**src/rtl/gdp_fp16_accum_pkg.sv**
```systemverilog
// Shared constants and FSM state type for the GDP-to-FP16 accumulator.
package gdp_fp16_accum_pkg;

  // GEMM geometry: a native vector is split into groups of GROUP_SIZE lanes.
  localparam int NV_WIDTH       = 128;
  localparam int GROUP_SIZE     = 32;
  localparam int GROUPS_PER_NV  = NV_WIDTH / GROUP_SIZE;

  // Group dot-product result format.
  localparam int GDP_MANT_WIDTH = 21;
  localparam int GDP_EXP_WIDTH  = 9;
  localparam int ACC_WIDTH      = 24;

  // GFP8 operand format: value = mant * 2^(exp - bias - frac_bits) per operand,
  // so a product carries twice the bias and twice the fraction bits.
  localparam int GFP8_EXP_BIAS  = 127;
  localparam int GFP8_FRAC_BITS = 6;
  localparam int GDP_EXP_OFFSET = 2 * GFP8_EXP_BIAS + 2 * GFP8_FRAC_BITS;

  // IEEE half precision.
  localparam logic [15:0] FP16_POS_INF   = 16'h7C00;
  localparam logic [15:0] FP16_NEG_INF   = 16'hFC00;
  localparam int          FP16_EXP_MAX   = 31;
  localparam int          FP16_EXP_BIAS  = 15;
  localparam int          FP16_FRAC_BITS = 10;

  typedef enum logic [1:0] {
    ST_ACCUM = 2'd0,
    ST_NORM  = 2'd1,
    ST_ROUND = 2'd2,
    ST_OUT   = 2'd3
  } state_t;

endpackage

```
**src/rtl/gdp_fp16_accum_norm_round.sv**
```systemverilog
// Two-register normalize / round-to-nearest-even stage turning a signed
// fixed-point accumulator into FP16. Reusable by any converter that can
// pulse norm_en then round_en on consecutive cycles.
module gdp_fp16_accum_norm_round
  import gdp_fp16_accum_pkg::*;
#(
  parameter int ACC_W      = ACC_WIDTH,
  parameter int EXP_W      = GDP_EXP_WIDTH,
  parameter int EXP_OFFSET = GDP_EXP_OFFSET
) (
  input  logic             clk,
  input  logic             srst,
  input  logic             norm_en,
  input  logic             round_en,
  input  logic [ACC_W-1:0] acc_m,
  input  logic [EXP_W-1:0] acc_e,
  output logic [15:0]      fp16
);

  localparam int LEAD_W = $clog2(ACC_W);
  localparam int FB     = FP16_FRAC_BITS;
  localparam int GRD    = ACC_W - 2 - FB;   // first bit below the kept fraction

  logic [ACC_W-1:0]  mag_c;
  logic [ACC_W-1:0]  aligned_c;
  logic [ACC_W-1:0]  aligned_reg;
  logic [LEAD_W-1:0] lead_c;
  logic signed [11:0] exp_c;
  logic signed [11:0] exp_reg;
  logic signed [11:0] exp_r;
  logic              sign_reg;
  logic [FB-1:0]     frac;
  logic [FB-1:0]     frac_r;
  logic [FB:0]       frac_sum;
  logic              guard;
  logic              sticky;
  logic              round_up;
  logic [15:0]       fp16_c;
  logic [15:0]       fp16_reg;

  // Magnitude, leading-one position, left alignment and unbiased FP16 exponent.
  always_comb begin
    mag_c  = acc_m[ACC_W-1] ? (~acc_m + ACC_W'(1)) : acc_m;
    lead_c = '0;
    for (int i = 0; i < ACC_W; i++) begin
      if (mag_c[i]) lead_c = LEAD_W'(i);
    end
    aligned_c = mag_c << (LEAD_W'(ACC_W - 1) - lead_c);
    exp_c     = 12'(lead_c) + 12'(acc_e) - 12'(EXP_OFFSET) + 12'(FP16_EXP_BIAS);
  end

  // NORM register: the aligned MSB doubles as the non-zero flag.
  always_ff @(posedge clk) begin
    if (srst) begin
      sign_reg    <= 1'b0;
      exp_reg     <= '0;
      aligned_reg <= '0;
    end else if (norm_en) begin
      sign_reg    <= acc_m[ACC_W-1];
      exp_reg     <= exp_c;
      aligned_reg <= aligned_c;
    end
  end

  // Round to nearest even, then saturate to infinity or flush to zero.
  always_comb begin
    frac     = aligned_reg[ACC_W-2 -: FB];
    guard    = aligned_reg[GRD];
    sticky   = |aligned_reg[GRD-1:0];
    round_up = guard & (sticky | frac[0]);
    frac_sum = {1'b0, frac} + (FB + 1)'(round_up);
    if (frac_sum[FB]) begin
      exp_r  = exp_reg + 12'sd1;
      frac_r = '0;
    end else begin
      exp_r  = exp_reg;
      frac_r = frac_sum[FB-1:0];
    end
    fp16_c = {sign_reg, exp_r[4:0], frac_r};
    if (!aligned_reg[ACC_W-1]) begin
      fp16_c = 16'h0000;
    end else if (exp_r >= 12'(FP16_EXP_MAX)) begin
      fp16_c = sign_reg ? FP16_NEG_INF : FP16_POS_INF;
    end else if (exp_r <= 12'sd0) begin
      fp16_c = {sign_reg, 15'b0};
    end
  end

  // ROUND register: holds the finished FP16 word until the next NV.
  always_ff @(posedge clk) begin
    if (srst) begin
      fp16_reg <= '0;
    end else if (round_en) begin
      fp16_reg <= fp16_c;
    end
  end

  assign fp16 = fp16_reg;

endmodule

```
**src/rtl/gdp_fp16_accum.sv**
```systemverilog
// Accumulates GROUPS_PER_NV group dot-product results (aligned by exponent)
// into one native-vector sum and emits it as FP16 on a valid/ready port.
module gdp_fp16_accum #(
  parameter int GDP_MANT_W    = gdp_fp16_accum_pkg::GDP_MANT_WIDTH,
  parameter int GDP_EXP_W     = gdp_fp16_accum_pkg::GDP_EXP_WIDTH,
  parameter int GROUPS_PER_NV = gdp_fp16_accum_pkg::GROUPS_PER_NV,
  parameter int ACC_W         = gdp_fp16_accum_pkg::ACC_WIDTH,
  parameter int EXP_OFFSET    = gdp_fp16_accum_pkg::GDP_EXP_OFFSET
) (
  input  logic                  i_clk,
  input  logic                  i_reset,
  input  logic                  i_grp_valid,
  output logic                  o_grp_ready,
  input  logic [GDP_MANT_W-1:0] i_grp_mant,
  input  logic [GDP_EXP_W-1:0]  i_grp_exp,
  output logic                  o_fp16_valid,
  input  logic                  i_fp16_ready,
  output logic [15:0]           o_fp16,
  output logic                  o_busy
);

  import gdp_fp16_accum_pkg::*;

  localparam int CNT_W = (GROUPS_PER_NV > 1) ? $clog2(GROUPS_PER_NV) : 1;
  localparam logic [GDP_EXP_W-1:0] SHIFT_LIMIT = GDP_EXP_W'(ACC_W);

  state_t state_reg, state_next;
  logic [CNT_W-1:0]       grp_cnt_reg;
  logic signed [ACC_W-1:0] acc_m_reg;
  logic [GDP_EXP_W-1:0]   acc_e_reg;
  logic signed [ACC_W-1:0] mant_ext;
  logic signed [ACC_W-1:0] shift_src;
  logic signed [ACC_W-1:0] keep_op;
  logic signed [ACC_W-1:0] shifted_op;
  logic signed [ACC_W-1:0] sum_c;
  logic [GDP_EXP_W-1:0]   diff;
  logic [GDP_EXP_W-1:0]   big_e;
  logic                   accept;
  logic                   last_grp;
  logic                   norm_en;
  logic                   round_en;
  logic [15:0]            fp16;

  assign accept   = i_grp_valid && (state_reg == ST_ACCUM);
  assign last_grp = (grp_cnt_reg == CNT_W'(GROUPS_PER_NV - 1));

  // Exponent alignment: the smaller-exponent operand is shifted right and
  // truncated; shifts past the accumulator width contribute nothing.
  always_comb begin
    mant_ext = {{(ACC_W - GDP_MANT_W){i_grp_mant[GDP_MANT_W-1]}}, i_grp_mant};
    if (i_grp_exp >= acc_e_reg) begin
      big_e     = i_grp_exp;
      diff      = i_grp_exp - acc_e_reg;
      shift_src = acc_m_reg;
      keep_op   = mant_ext;
    end else begin
      big_e     = acc_e_reg;
      diff      = acc_e_reg - i_grp_exp;
      shift_src = mant_ext;
      keep_op   = acc_m_reg;
    end
    shifted_op = (diff >= SHIFT_LIMIT) ? '0 : (shift_src >>> diff);
    sum_c      = keep_op + shifted_op;
  end

  // Group counter and accumulator; the first group of an NV loads directly.
  always_ff @(posedge i_clk) begin
    if (i_reset) begin
      grp_cnt_reg <= '0;
      acc_m_reg   <= '0;
      acc_e_reg   <= '0;
    end else if (accept) begin
      grp_cnt_reg <= last_grp ? '0 : grp_cnt_reg + CNT_W'(1);
      if (grp_cnt_reg == '0) begin
        acc_m_reg <= mant_ext;
        acc_e_reg <= i_grp_exp;
      end else begin
        acc_m_reg <= sum_c;
        acc_e_reg <= big_e;
      end
    end
  end

  // FSM state register.
  always_ff @(posedge i_clk) begin
    if (i_reset) begin
      state_reg <= ST_ACCUM;
    end else begin
      state_reg <= state_next;
    end
  end

  // FSM next state and stage enables for the normalize/round pipeline.
  always_comb begin
    state_next = state_reg;
    norm_en    = 1'b0;
    round_en   = 1'b0;
    case (state_reg)
      ST_ACCUM: if (accept && last_grp) state_next = ST_NORM;
      ST_NORM: begin
        norm_en    = 1'b1;
        state_next = ST_ROUND;
      end
      ST_ROUND: begin
        round_en   = 1'b1;
        state_next = ST_OUT;
      end
      ST_OUT: if (i_fp16_ready) state_next = ST_ACCUM;
      default: state_next = ST_ACCUM;
    endcase
  end

  gdp_fp16_accum_norm_round #(
    .ACC_W      (ACC_W),
    .EXP_W      (GDP_EXP_W),
    .EXP_OFFSET (EXP_OFFSET)
  ) u_norm_round (
    .clk      (i_clk),
    .srst     (i_reset),
    .norm_en  (norm_en),
    .round_en (round_en),
    .acc_m    (acc_m_reg),
    .acc_e    (acc_e_reg),
    .fp16     (fp16)
  );

  // All outputs are forced low while reset is held.
  assign o_grp_ready  = !i_reset && (state_reg == ST_ACCUM);
  assign o_fp16_valid = !i_reset && (state_reg == ST_OUT);
  assign o_fp16       = i_reset ? 16'h0000 : fp16;
  assign o_busy       = !i_reset && ((state_reg != ST_ACCUM) || (grp_cnt_reg != '0));

endmodule
```
**config.mk**
```make
export PLATFORM = sky130hd
export DESIGN_NAME = gdp_fp16_accum
export DESIGN_NICKNAME = d
export VERILOG_FILES = /design/src/rtl/gdp_fp16_accum_pkg.sv /design/src/rtl/gdp_fp16_accum_norm_round.sv /design/src/rtl/gdp_fp16_accum.sv
export SDC_FILE = /design/constraint.sdc
export NUM_CORES = 1
export LEC_CHECK = 0
export CORE_UTILIZATION = 60
export CTS_CLUSTER_DIAMETER = 40
export DETAILED_ROUTE_END_ITERATION = 6
export PLACE_DENSITY = 0.8
export SYNTH_ARGS = -nofsm -noshare
export SYNTH_HDL_FRONTEND = slang
export SYNTH_SLANG_ARGS = --single-unit
```
**constraint.sdc**
```tcl
create_clock -name i_clk -period 17.07 [get_ports i_clk]
set_input_delay 3.414 -clock i_clk [delete_from_list [all_inputs] [get_ports i_clk]]
set_output_delay 3.414 -clock i_clk [all_outputs]
set_load 0.05 [all_outputs]
```
==> metrics.yaml <==
grt_pass1_vias: 10100
synth_ff_type: "dfxtp_1"
hpwlAfterDp_mm: 24.2
setup_tns_ns: 0
grt_max_degree: 83
ff2ff_path_depth: 23
synth_fa_ha_area_share_pct: 7.23
synth-seq-area-share_pct: 16.7
critical_path.max_fanout: 46
synth-xor-area-share_pct: 5.91
synth_top_area_share_pct: 16.7
critPathTopFamily: "compound AO/OA/AOI/OAI gates"
port_buffers: 52
synth_top_family_by_area: "compound AO/OA/AOI/OAI gates"
cts_sinks: 90
synthTopCellsByArea: "dfxtp_1 17%, mux2i_1 8.2%, ha_1 6.5%, nand2_1 6.1%, a21oi_1 4.7%"
die-area_um2: 18500
critPathCaptureType: "flop"
netlist_top_cells_count: "175 x nand2_1, 134 x nor2_1, 102 x a21oi_1, 90 x dfxtp_1, 88 x mux2i_1"
nFillCells: 1567
wl_met1_mm: 14.3
antenna_found_initial: 0
ff_latch_area_um2: 1800
critPathKind: "in -> reg"
setup_viol: 0
grt_pass1_wl_mm: 52.2
numCtsBuffers: 9
overflow: 0
io_pins: 53
synth_area_um2: 10800
h-tree-depth: 3
met2_length_mm: 14.5
gp_congestion: 1.03
die_w_um: 136
highest_layer: "met4"
critPathRequiredTime_ns: 17.30
postCtsSetupBuffers: 0
synthCells: 1471
min_path_type: "reg -> reg"
vias: 11200
synth-edff-count: 0
area_delta_synth_final_pct: 6.87
syn-num-nets: 1565
ctsHoldBuffers: 0
tightestPinTransition_ns: 1.19
via_per_inst: 6.70
max_stage_delay_ns: 1.02
coreArea_um2: 17400
status: "finished clean"
timing.rr.end: "acc_m_reg[23]$_SDFFE_PP0P_"
routed_wl_mm: 32.4
r2r_slack_ns: 8.38
final_max_slew_viol_count: 0
cts.path.max_buffers: 2
yosys_warnings: 0
clk_latency_ns: 0.36
start_util_pct: 62.0
multiInputGateArea_um2: 8340
cp.buffers_inverters: 2
rows: 48
cp_data_arrival_time_ns: 12.21
wl_met3_mm: 2.63
ys_ff_latch: 90
critPathSlowestCell: "ha_1"
worstHoldEndpoint: "u_norm_round.fp16[12]$_SDFFE_PP0P_"
rsz0062_at_grt: "false"
muxShareOfSynthArea_pct: 11.7
async_reset_ff_share_pct: 0
clockRootBuffer: "clkbuf_16"
synth_top_area_cell: "dfxtp_1"
yosys.area_share.simple_pct: 25.7
drt_iter0_drc: 1157
synth_compound_area_share_pct: 26.5
hold_viol_final: 0
worstHoldStart: "u_norm_round.fp16[12]$_SDFFE_PP0P_"
finClkSkew_ns: 0.00675
max_freq_mhz: 83.5
leakagePower_nw: 4.52
max_cap_viol_count: 0
post-route-period-util_pct: 70.1
ys_types: 98
fin_crit_ns: 11.97
wl_per_cell_um: 19.4
drtPass1Iterations: 7
nets: 1533
drive_above_1_share_pct: 6.44
max_slew_margin_pct: 21.0
syn_avg_cell_area_um2: 7.34
hold_depth: 2
cts_tree: "built"
ctsResizeCount: 0
yosysMostFrequentCell: "nand2_1"
total_power_mw: 1.85
remaining_drc_errors: 0
crit_path_start_kind: "input pin"
grt_usage_pct: 35.3
drtAntennaViolNets: 0
n_antenna_cell: 0
power_density_nw_per_um2: 160
ir_worst_vdd_mv: 0.194
die_y_um: 136
r2r_start: "acc_e_reg[0]$_SDFFE_PP0P_"
cp_common_cell: "nor4_1"
clkTransAtPathRegs_ns: 0.08
## final cells by class
cell class                 instances  area share, %
sequential                        90           15.6
inverter                          54           1.76
multi-input combinational       1221           72.2
timing repair buffer              63           5.18
tap                              225           2.44
clock buffer                       9           1.95
clock inverter                     7          0.824
## worst register-to-register path, delay by kind of cell (launching register included)
family                     cells  cell delay (ns)
and+or+nand+nor                9             2.99
AOI/OAI and AO/OA             11             3.74
muxes                          1             0.16
adders and majority gates      2             1.32
DFF                            1             0.36
## stage by stage
| stage | area [um2] | worst slack [ns] | cells | hold WS [ns] | util, % |
|---|---|---|---|---|---|
| after floorplan | 10800 | 7.69 | 1471 | 0.425 | - |
| after global placement | 11200 | 5.15 | 1653 | 0.447 | 64.4 |
| after detailed placement | 11200 | 4.84 | 1653 | 0.455 | 64.4 |
| after CTS | 11500 | 5.20 | 1669 | 0.467 | 66.3 |
| after global routing | 11500 | 4.52 | 1669 | 0.483 | 66.3 |
| final | 11500 | 5.10 | 1669 | 0.464 | 66.3 |
## logic make-up after synthesis
kind of cell,Yosys count
compound gates,418
flops,90
simple gates,559
mux,112
xor+xnor,72
buf+inv,160
fa+ha+maj,60
## placed cells by master (no fill, tap or decap), drive strengths merged, types with 7 or more instances in the layout
master and count:
buf 12, nor3 40, a211oi 30, or3 11, a21boi 9, inv 56
or2 15, ha 56, o21ai 85, nand2 175, nor2b 34, xnor2 40
o21bai 8, o21a 10, nand3 41, dfxtp 90, mux2 13, mux2i 90
a31oi 10, a21o 15, mux4 9, clkbuf 9, o211ai 18, nor2 134
nand4 15, nand2b 15, o2bb2ai 12, xor2 32, a211o 8, a22oi 7
nand3b 10, clkdlybuf4s50 51, a32oi 7, o2111ai 12, o31ai 11, a221oi 14
nor4 20, a21oi 105, and3 18
## per-layer routing
| metal | up-vias | GRT usage (%) |
|---|---|---|
| met5 | - | 0 |
| met4 | 0 | 12.5 |
| met2 | 530 | 55.4 |
| met1 | 5257 | 48.5 |
| li1 | 5311 | - |
| met3 | 89 | 5.82 |
## power by group
part	internal (mW)	switching (mW)	leakage, nW
Combinational	0.473	0.815	3.63
Clock	0.118	0.102	0.157
Sequential	0.253	0.0906	0.735
## worst max path at each step
stage	start	end	depth (start not counted)
2_1_floorplan	i_grp_exp[4]	acc_m_reg[23]$_SDFFE_PP0P_	25
3_3_place_gp	i_grp_exp[0]	acc_m_reg[23]$_SDFFE_PP0P_	25
3_5_place_dp	i_grp_exp[0]	acc_m_reg[19]$_SDFFE_PP0P_	25
4_1_cts	i_grp_exp[0]	acc_m_reg[19]$_SDFFE_PP0P_	25
5_1_grt	i_grp_exp[0]	acc_m_reg[23]$_SDFFE_PP0P_	25
6_report	i_grp_exp[0]	acc_m_reg[23]$_SDFFE_PP0P_	25
Note: power is estimated with default switching activity, not from simulation.
